### src/rtl/mux_nto1_reg.sv
// Registered N-to-1 channel mux with valid/ready output; each sample carries its channel index.
// Optional auto-scan mode (SCAN state, scan pointer, dwell counter) built only with MUX_NTO1_SCAN_EN.
module mux_nto1_reg #(
  parameter int unsigned N     = 8,
  parameter int unsigned W     = 8,
  parameter int unsigned DWELL = 4,
  localparam int unsigned SW   = $clog2(N)
) (
  input  logic            clk,
  input  logic            rst_n,
  input  logic            en,
  input  logic            mode,
  input  logic [SW-1:0]   sel,
  input  logic [N*W-1:0]  d,
  output logic [W-1:0]    y,
  output logic [SW-1:0]   y_ch,
  output logic            y_valid,
  input  logic            y_ready
);

`ifdef MUX_NTO1_SCAN_EN
  typedef enum logic [1:0] {StIdle, StManual, StScan} state_e;
`else
  typedef enum logic [1:0] {StIdle, StManual} state_e;
`endif

  state_e        r_state;
  state_e        w_state_d;
  logic          w_load;
  logic [SW-1:0] w_ch;
  logic [W-1:0]  w_data;
  logic [W-1:0]  r_y;
  logic [SW-1:0] r_ch;
  logic          r_valid;

  assign w_load  = en && (!r_valid || y_ready);
  assign y       = r_y;
  assign y_ch    = r_ch;
  assign y_valid = r_valid;

  always_comb begin
    w_state_d = StIdle;
    if (en) w_state_d = StManual;
`ifdef MUX_NTO1_SCAN_EN
    if (en && mode) w_state_d = StScan;
`endif
  end

`ifdef MUX_NTO1_SCAN_EN
  logic [SW-1:0] r_ptr;
  logic [7:0]    r_cnt;
  logic [SW-1:0] w_ptr_eff;
  logic [7:0]    w_cnt_eff;

  // On entry from another state the scan always starts fresh at channel 0.
  assign w_ptr_eff = (r_state == StScan) ? r_ptr : '0;
  assign w_cnt_eff = (r_state == StScan) ? r_cnt : '0;

  always_ff @(posedge clk) begin
    if (!rst_n) begin
      r_ptr <= '0;
      r_cnt <= '0;
    end else if (w_state_d != StScan) begin
      r_ptr <= '0;
      r_cnt <= '0;
    end else if (w_load) begin
      if (w_cnt_eff + 8'd1 == 8'(DWELL)) begin
        r_cnt <= '0;
        r_ptr <= (w_ptr_eff == SW'(N - 1)) ? '0 : w_ptr_eff + SW'(1);
      end else begin
        r_cnt <= w_cnt_eff + 8'd1;
        r_ptr <= w_ptr_eff;
      end
    end
  end
`else
  logic w_unused_in;
  assign w_unused_in = mode ^ (^r_state);
`endif

  always_comb begin
    w_ch = sel;
`ifdef MUX_NTO1_SCAN_EN
    if (w_state_d == StScan) w_ch = w_ptr_eff;
`endif
    // Out-of-range indices (N not a power of two) fall through to zero data.
    w_data = '0;
    for (int i = 0; i < int'(N); i++) begin
      if (w_ch == SW'(i)) w_data = d[i*W +: W];
    end
  end

  always_ff @(posedge clk) begin
    if (!rst_n) begin
      r_state <= StIdle;
      r_y     <= '0;
      r_ch    <= '0;
      r_valid <= 1'b0;
    end else begin
      r_state <= w_state_d;
      if (w_load) begin
        r_y     <= w_data;
        r_ch    <= w_ch;
        r_valid <= 1'b1;
      end else if (r_valid && y_ready) begin
        r_valid <= 1'b0;
      end
    end
  end

endmodule

### config.mk
export PLATFORM = sky130hd
export DESIGN_NAME = mux_nto1_reg
export DESIGN_NICKNAME = d
export VERILOG_FILES = /design/src/rtl/mux_nto1_reg.sv
export SDC_FILE = /design/constraint.sdc
export NUM_CORES = 1
export LEC_CHECK = 0
export CAP_MARGIN = 25
export CORE_MARGIN = 1.5
export CORE_UTILIZATION = 31
export CTS_CLUSTER_DIAMETER = 100
export DETAILED_ROUTE_END_ITERATION = 10
export PLACE_DENSITY = 0.79
export SLEW_MARGIN = 25
export SYNTH_ARGS = -nofsm -noshare
export SYNTH_HDL_FRONTEND = slang
export SYNTH_SLANG_ARGS = --single-unit
### constraint.sdc
create_clock -name clk -period 1.3 [get_ports clk]
set_input_delay 0.26 -clock clk [delete_from_list [all_inputs] [get_ports clk]]
set_output_delay 0.26 -clock clk [all_outputs]
set_load 0.01 [all_outputs]
### Word level (Yosys, flattened, before mapping)

Index checks and enable logic that the tools add are counted.

| cells by class | value |
|---|---|
| equality and inequality tests | 7 |
| reduce and logical (&&, ||, !) cells | 6 |
| multiplexer cells | 10 |

Operator list:

| cell | number |
|---|---|
| $mux W8 | 8 |
| $eq A3 B3 Y1 const B | 4 |
| $eq A3 B2 Y1 const B | 2 |
| $eq A3 B1 Y1 const B | 1 |
| $logic_not A3 Y1 | 1 |
| $logic_and A1 B1 Y1 | 2 |
| $mux W1 | 2 |
| $reduce_bool A2 Y1 | 1 |
| $logic_not A1 Y1 | 1 |
| $logic_or A1 B1 Y1 | 1 |

| storage, ports and cells | value |
|---|---|
| bits of input ports | 72 |
| flip-flop bits (word level) | 12 |
| word-level logic and storage cells | 26 |
| output and inout port bits | 12 |

### Longest topological paths before layout

Gate-level depths: netlist of run 1.

| depth | value |
|---|---|
| depth in word-level cells | 9 |
| gate-level depth with buffers | 6 |
| gate-level depth less buffers | 4 |

### Least setup slack after synthesis of run 1

Ideal clock, no wire load.

| path | value |
|---|---|
| kind | in2reg |
| from | in sel[1] |
| to | reg r_y[5], in the netlist y[5] |
| stages on the path | 4 |
| setup slack | 0.121 ns |
| data required time | 1.169 ns |
| data arrival time | 1.048 ns |
| path buffers | 1 |
| setup time | 0.131 ns |
| cell sequence | buf_6 mux4_1 nand2_1 a31oi_1 |

| on the way | value |
|---|---|
| word-level cells in the longest chain between the ends | 9 |
| elaborated cells between the ends (all ways) | 16 |
| those cells by class | 7 x eq/ne; 8 x mux; 1 x reduce/logical |

RTL lines:

| item | line | RTL |
|---|---|---|
| from (decl) | 13 | `input logic [SW-1:0] sel,` |
| $logic_not A3 Y1 | 89 | `if (w_ch == SW'(i)) w_data = d[i*W +: W];` |
| $mux W8 (7 in a row) | 89 |  |
| $mux W8 (*) | 89 |  |
| to (signal assigned) | 102 | `r_y <= w_data;` |
| to (decl) | 32 | `logic [W-1:0] r_y;` |

Mark *: on every way between the ends. The rest lies on a longest branch, timed or not.
A chain may end at the register's enable or synchronous reset.

### Worst setup path in the final report of run 1

| path | value |
|---|---|
| from | in y_ready |
| to | reg r_y[6], in the netlist y[6] |

| on the way | value |
|---|---|
| word-level cells in the longest chain between the ends | 2 |

RTL lines:

| item | line | RTL |
|---|---|---|
| from (decl) | 18 | `input logic y_ready` |
| $logic_or A1 B1 Y1 | 36 | `assign w_load = en && (!r_valid \|\| y_ready);` |
| $logic_and A1 B1 Y1 | 36 |  |

No other way between the ends.

==> impl_metrics.ini, run 1 <==
[pwr]
leakagePower_nw = 0.8293
p_sw_share_pct = 26.54
pwr-share-comb_pct = 40.6
p_sw_mw = 0.3185
irDropWorstVdd_mv = 0.2469
clockPowerShare_pct = 25.6
seqPwrFrac_pct = 33.8
p_int_mw = 0.8817
p_per_area_mw_per_mm2 = 633.6

[drt]
vias = 1203
dr.first_iter.drc_count = 39
first_pass_iters = 4
detail-route-antenna-nets = 0
viasPerCell = 5.033
routed_wirelength_um = 2964
detail_route.wl_per_cell_um = 12.40
drcViolationCount = 0

[grt]
antenna_found_initial = 0
grt_pass1_vias = 1133
grt_usage_pct = 17.29
grt-ovfl-total = 0
grt_max_degree = 27
grt_pass1_wl_um = 4588

[sta]
fmax_ghz = 0.8236
setup_slack_ps = 85.81
setup_viol = 0
slew_headroom_pct = 78.49
worst_pin_slew_ps = 321.9
hold_viol = 0
maxSlewViolCount = 0
fin_crit_ps = 1214
period_share_pct = 93.40
skew_ps = 1.113

[clock_tree]
cts_tree = yes
cts_sinks = 12
insertion_delay_ps = 280
htreeDepth = 1
cts_made_buffers = 3
ctsLongestPathBuffers = 2
path_clk_slew_ps = 80
cts-root-buf = clkbuf_4

[finish]
fillers = 261
antenna_cells = 0
layout.nets = 279
drive_gt1_share_pct = 9.709
final_cell_count_no_fill = 239
area_delta_synth_final_pct = 95.61

[floorplan]
die_y_um = 58.89
floorplan.initialDensity_pct = 32.25
die_x_um = 58.89
io_pins = 84
fp-row-count = 20
die_area_mm2 = 0.003468
core-area_mm2 = 0.003003

[status]
status = complete, no violations

[critical_path]
start_kind = input pin
cp_max_fo = 7
required_ps = 1500
path_class = in2reg
cp-end-kind = register
cp.arrival_ps = 1410

[placement]
place_hpwl_um = 2428
place_congestion = 0.7384
dp_slack_ps = -518.3
place_inst = 232
io_buffers = 82

[yosys]
synth_nets = 189
synthFlopType = dfxtp_1
ys_types = 24
syn_area_per_cell_um2 = 8.277
ys_ff_latch = 12
ys_async_sr_fraction_pct = 0
synth_area_um2 = 968.4
yosysSeqAreaShare_pct = 24.81
synth_edf_count = 0
synth_warnings = 0
synth_cells = 117

[hold_path]
min_path_type = in2reg

[run]
maxCapViolations = 0
## stage by stage
step                      setup TNS (ps)  hold slack (ps)  power [mW]  area (um^2)  utilization, %
after floorplan                        0            398.3      0.6102        968.4               -
after global placement             -3816            453.1      0.8929         1810           60.29
after detailed placement           -4163            458.4      0.9025         1810           60.29
after CTS                              0            466.3       1.194         1841           61.29
after global routing             -0.7405            468.4       1.267         1894           63.08
final                                  0            437.9       1.200         1894           63.08
## power groups by stage
stage / registers, mW / logic [mW] / clock network (mW)
after floorplan: 0.427 / 0.183 / 0
after global placement: 0.415 / 0.478 / 0
after detailed placement: 0.416 / 0.487 / 0
after CTS: 0.406 / 0.472 / 0.315
after global routing: 0.410 / 0.528 / 0.329
final: 0.406 / 0.487 / 0.307
## worst max-delay path: stages
cell	delay [ps]
clkdlybuf4s50_1	450
nand2b_1	120
and2_0	190
nand2_2	140
o31ai_1	260
## flip-flops by register name, summed over array words and instances, names as in the netlist
register / cells
y_ch: 3
y: 8
y_valid: 1
## layout make-up
class	count	area (um^2)	area share, %
repair buffers	93	904.6	47.75
flip-flops and latches	12	240.2	12.68
clock buffers	4	36.28	1.915
inverters	2	7.507	0.3963
well taps	33	41.29	2.180
multi-input cells	95	664.4	35.07
## cells in the mapped netlist (all sizes together), types with 4 or more instances
cell type / instances / area, um^2
buf: 7 / 76.32
nand2: 12 / 45.04
a21boi: 4 / 30.03
o31ai: 7 / 52.55
nand3: 8 / 40.04
a21oi: 6 / 30.03
o22ai: 6 / 37.54
o21ai: 15 / 75.07
dfxtp: 12 / 240.2
nor2: 8 / 30.03
mux2i: 20 / 200.2
## cells by family after synthesis
group	share of synthesized area (%)
mux	26.10
compound gates	24.81
simple gates	15.25
flops	24.81
buf+inv	9.044
## layer usage
metal	share of wire (%)	global-route usage (%)	wire length, um	vias to the layer above
li1	-	-	-	615
met1	41	19.41	1209	511
met2	48	30.00	1412	68
met3	8.6	2.857	256	9
met4	2.9	11.04	86	0
met5	0	0	0	-
## final timing paths
path                             start                   end  slack (ps)  cells past startpoint
setup reg to reg  y_valid$_SDFFE_PN0P_     y[6]$_SDFFE_PN0P_         230                      4
hold reg to reg   y_ch[2]$_SDFFE_PN0P_  y_ch[2]$_SDFFE_PN0P_         460                      2
setup / recovery               y_ready     y[6]$_SDFFE_PN0P_          90                      5
hold / removal                  sel[2]  y_ch[2]$_SDFFE_PN0P_         440                      4
## layout by cell type (no fill, tap or decap), drive strengths merged, types with 6 or more instances in the layout
cell type      instances
clkdlybuf4s50         67
mux2i                 20
o21ai                 15
dlygate4sd2           13
dfxtp                 12
nand2                 12
buf                   11
nor2                   8
nand3                  8
o31ai                  7
a21oi                  6
o22ai                  6
## repair_timing
| action | in CTS | in global routing |
|---|---|---|
| hold endpoints to repair | 0 | 0 |
| endpoints found under the setup margin | 20 | 7 |
| cloned | 0 | 0 |
| hold buffers | 0 | 0 |
| pin swaps | 1 | 1 |
| setup buffers | 0 | 3 |
| gates resized for setup | 18 | 9 |
Power figures use the tool's default switching activity.
==> inputs of run 2 (changes only) <==
Settings changed: CORE_ASPECT_RATIO set to 1.1.
==> impl_metrics.ini, run 2 (synthesis results as in run 1) <==
[hold_path]
min_delay_path_depth = 4
min_path_type = in2reg
hold_start = sel[1]

[grt]
grt_usage_pct = 18.28
grt-ovfl-total = 0
grt_max_degree = 15
grt_pass1_vias = 1235
antenna_found_initial = 0
grt_pass1_wl_um = 5064

[sta]
skew_ps = 0.9706
period_share_pct = 94.43
setup_viol = 0
maxSlewViolCount = 0
slew_headroom_pct = 79.20
worst_pin_slew_ps = 311.3
fin_crit_ps = 1228
fmax_ghz = 0.8146
rsz0062_at_grt = no
hold_viol = 0

[drt]
routed_wirelength_um = 3314
viasPerCell = 5.134
drcViolationCount = 0
first_pass_iters = 4
detail-route-antenna-nets = 0
vias = 1263
detail_route.wl_per_cell_um = 13.47
dr.first_iter.drc_count = 40

[critical_path]
crit_buf_inv = 1
max_stage_delay_ps = 440
cp.arrival_ps = 1400
cp_max_fo = 7
start_kind = input pin
cp_slowest_cell = clkdlybuf4s50_1
startpoint = y_ready
r2r_cells = 5
cp-end-kind = register
path_class = in2reg
required_ps = 1480
path_cells = clkdlybuf4s50_1, nand2b_1, and2_1, nand2_4, o31ai_1
timing.rr.start = y_valid$_SDFFE_PN0P_
critPathTopFamily = buffers and inverters
cp.depth = 5

[finish]
final_common_cell = clkdlybuf4s50_1
final_cell_mix = 67 x clkdlybuf4s50_1, 20 x mux2i_1, 14 x dlygate4sd2_1
area_delta_synth_final_pct = 105.2
largest_reg_flops = 8
drive_gt1_share_pct = 14.15
final_cell_count_no_fill = 246
layout.nets = 285
antenna_cells = 0

[floorplan]
die_y_um = 61.62
die_area_mm2 = 0.003469
die_x_um = 56.29
io_pins = 84
core-area_mm2 = 0.003022
fp-row-count = 21
floorplan.initialDensity_pct = 32.05

[clock_tree]
insertion_delay_ps = 260
cts_sinks = 12
htreeDepth = 1
path_clk_slew_ps = 70
cts-root-buf = clkbuf_4
cts_tree = yes
ctsLongestPathBuffers = 2
cts_made_buffers = 3

[pwr]
fin_total_pwr_mw = 1.221
irDropWorstVdd_mv = 0.4186
leakagePower_nw = 0.8735
p_per_area_mw_per_mm2 = 614.7

[placement]
place_hpwl_um = 2658
io_buffers = 82
place_inst = 238
place_congestion = 0.7409

[status]
status = complete, no violations

[run]
maxCapViolations = 0
==> run 2: metal layers <==
layer | vias up | part of all wire, % | global-route usage, %
li1 | 627 | - | -
met1 | 574 | 38 | 19.32
met2 | 58 | 53 | 36.30
met3 | 4 | 7.1 | 3.782
met4 | 0 | 1.1 | 6.803
met5 | - | 0 | 0
==> run 2: final timing paths <==
path	to	slack (ps)
worst max-delay path	y[3]$_SDFFE_PN0P_	70
worst min-delay path	y_ch[1]$_SDFFE_PN0P_	420
worst max register to register	y[5]$_SDFFE_PN0P_	210
worst min register to register	y_ch[2]$_SDFFE_PN0P_	470
==> run 2: metrics by stage <==
step                hold slack (ps)  TNS [ps]  utilization (%)  setup slack (ps)  instance area (um^2)
CTS                           469.8    -13.17            65.05            -13.17                  1966
global placement              455.2     -3548            61.61            -454.6                  1862
floorplan                     398.3         0                -             120.9                 968.4
detailed placement            461.9     -3943            61.61            -501.0                  1862
global route                  424.3         0            65.76             15.45                  1987
finish                        420.6         0            65.76             72.41                  1987
==> run 2: what timing repair did <==
item	in CTS	in global routing
gates resized for setup	25	7
endpoints found under the setup margin	20	7
hold buffers	0	0
buffers inserted	2	1
gates cloned	1	0
pin swaps	3	2
==> run 2: layout make-up <==
cell class	instances	area [um^2]
clock buffers	4	36.28
flip-flops and latches	12	240.2
repair buffers	99	978.4
multi-input cells	95	681.9
fillers	243	1035
inverters	2	7.507
well taps	34	42.54
==> run 2: power by group <==
part	leakage, nW	total, mW	internal, mW	switching, mW
logic	0.754	0.529	0.342	0.187
registers	0.0988	0.407	0.394	0.0127
clock network	0.0210	0.286	0.170	0.116
==> run 2: tightest hold or removal path, delay by kind of cell <==
family / cells / cell delay, ps
AND/OR/NAND/NOR: 1 / 60
buffers and inverters: 2 / 250
AO/OA/AOI/OAI: 1 / 70
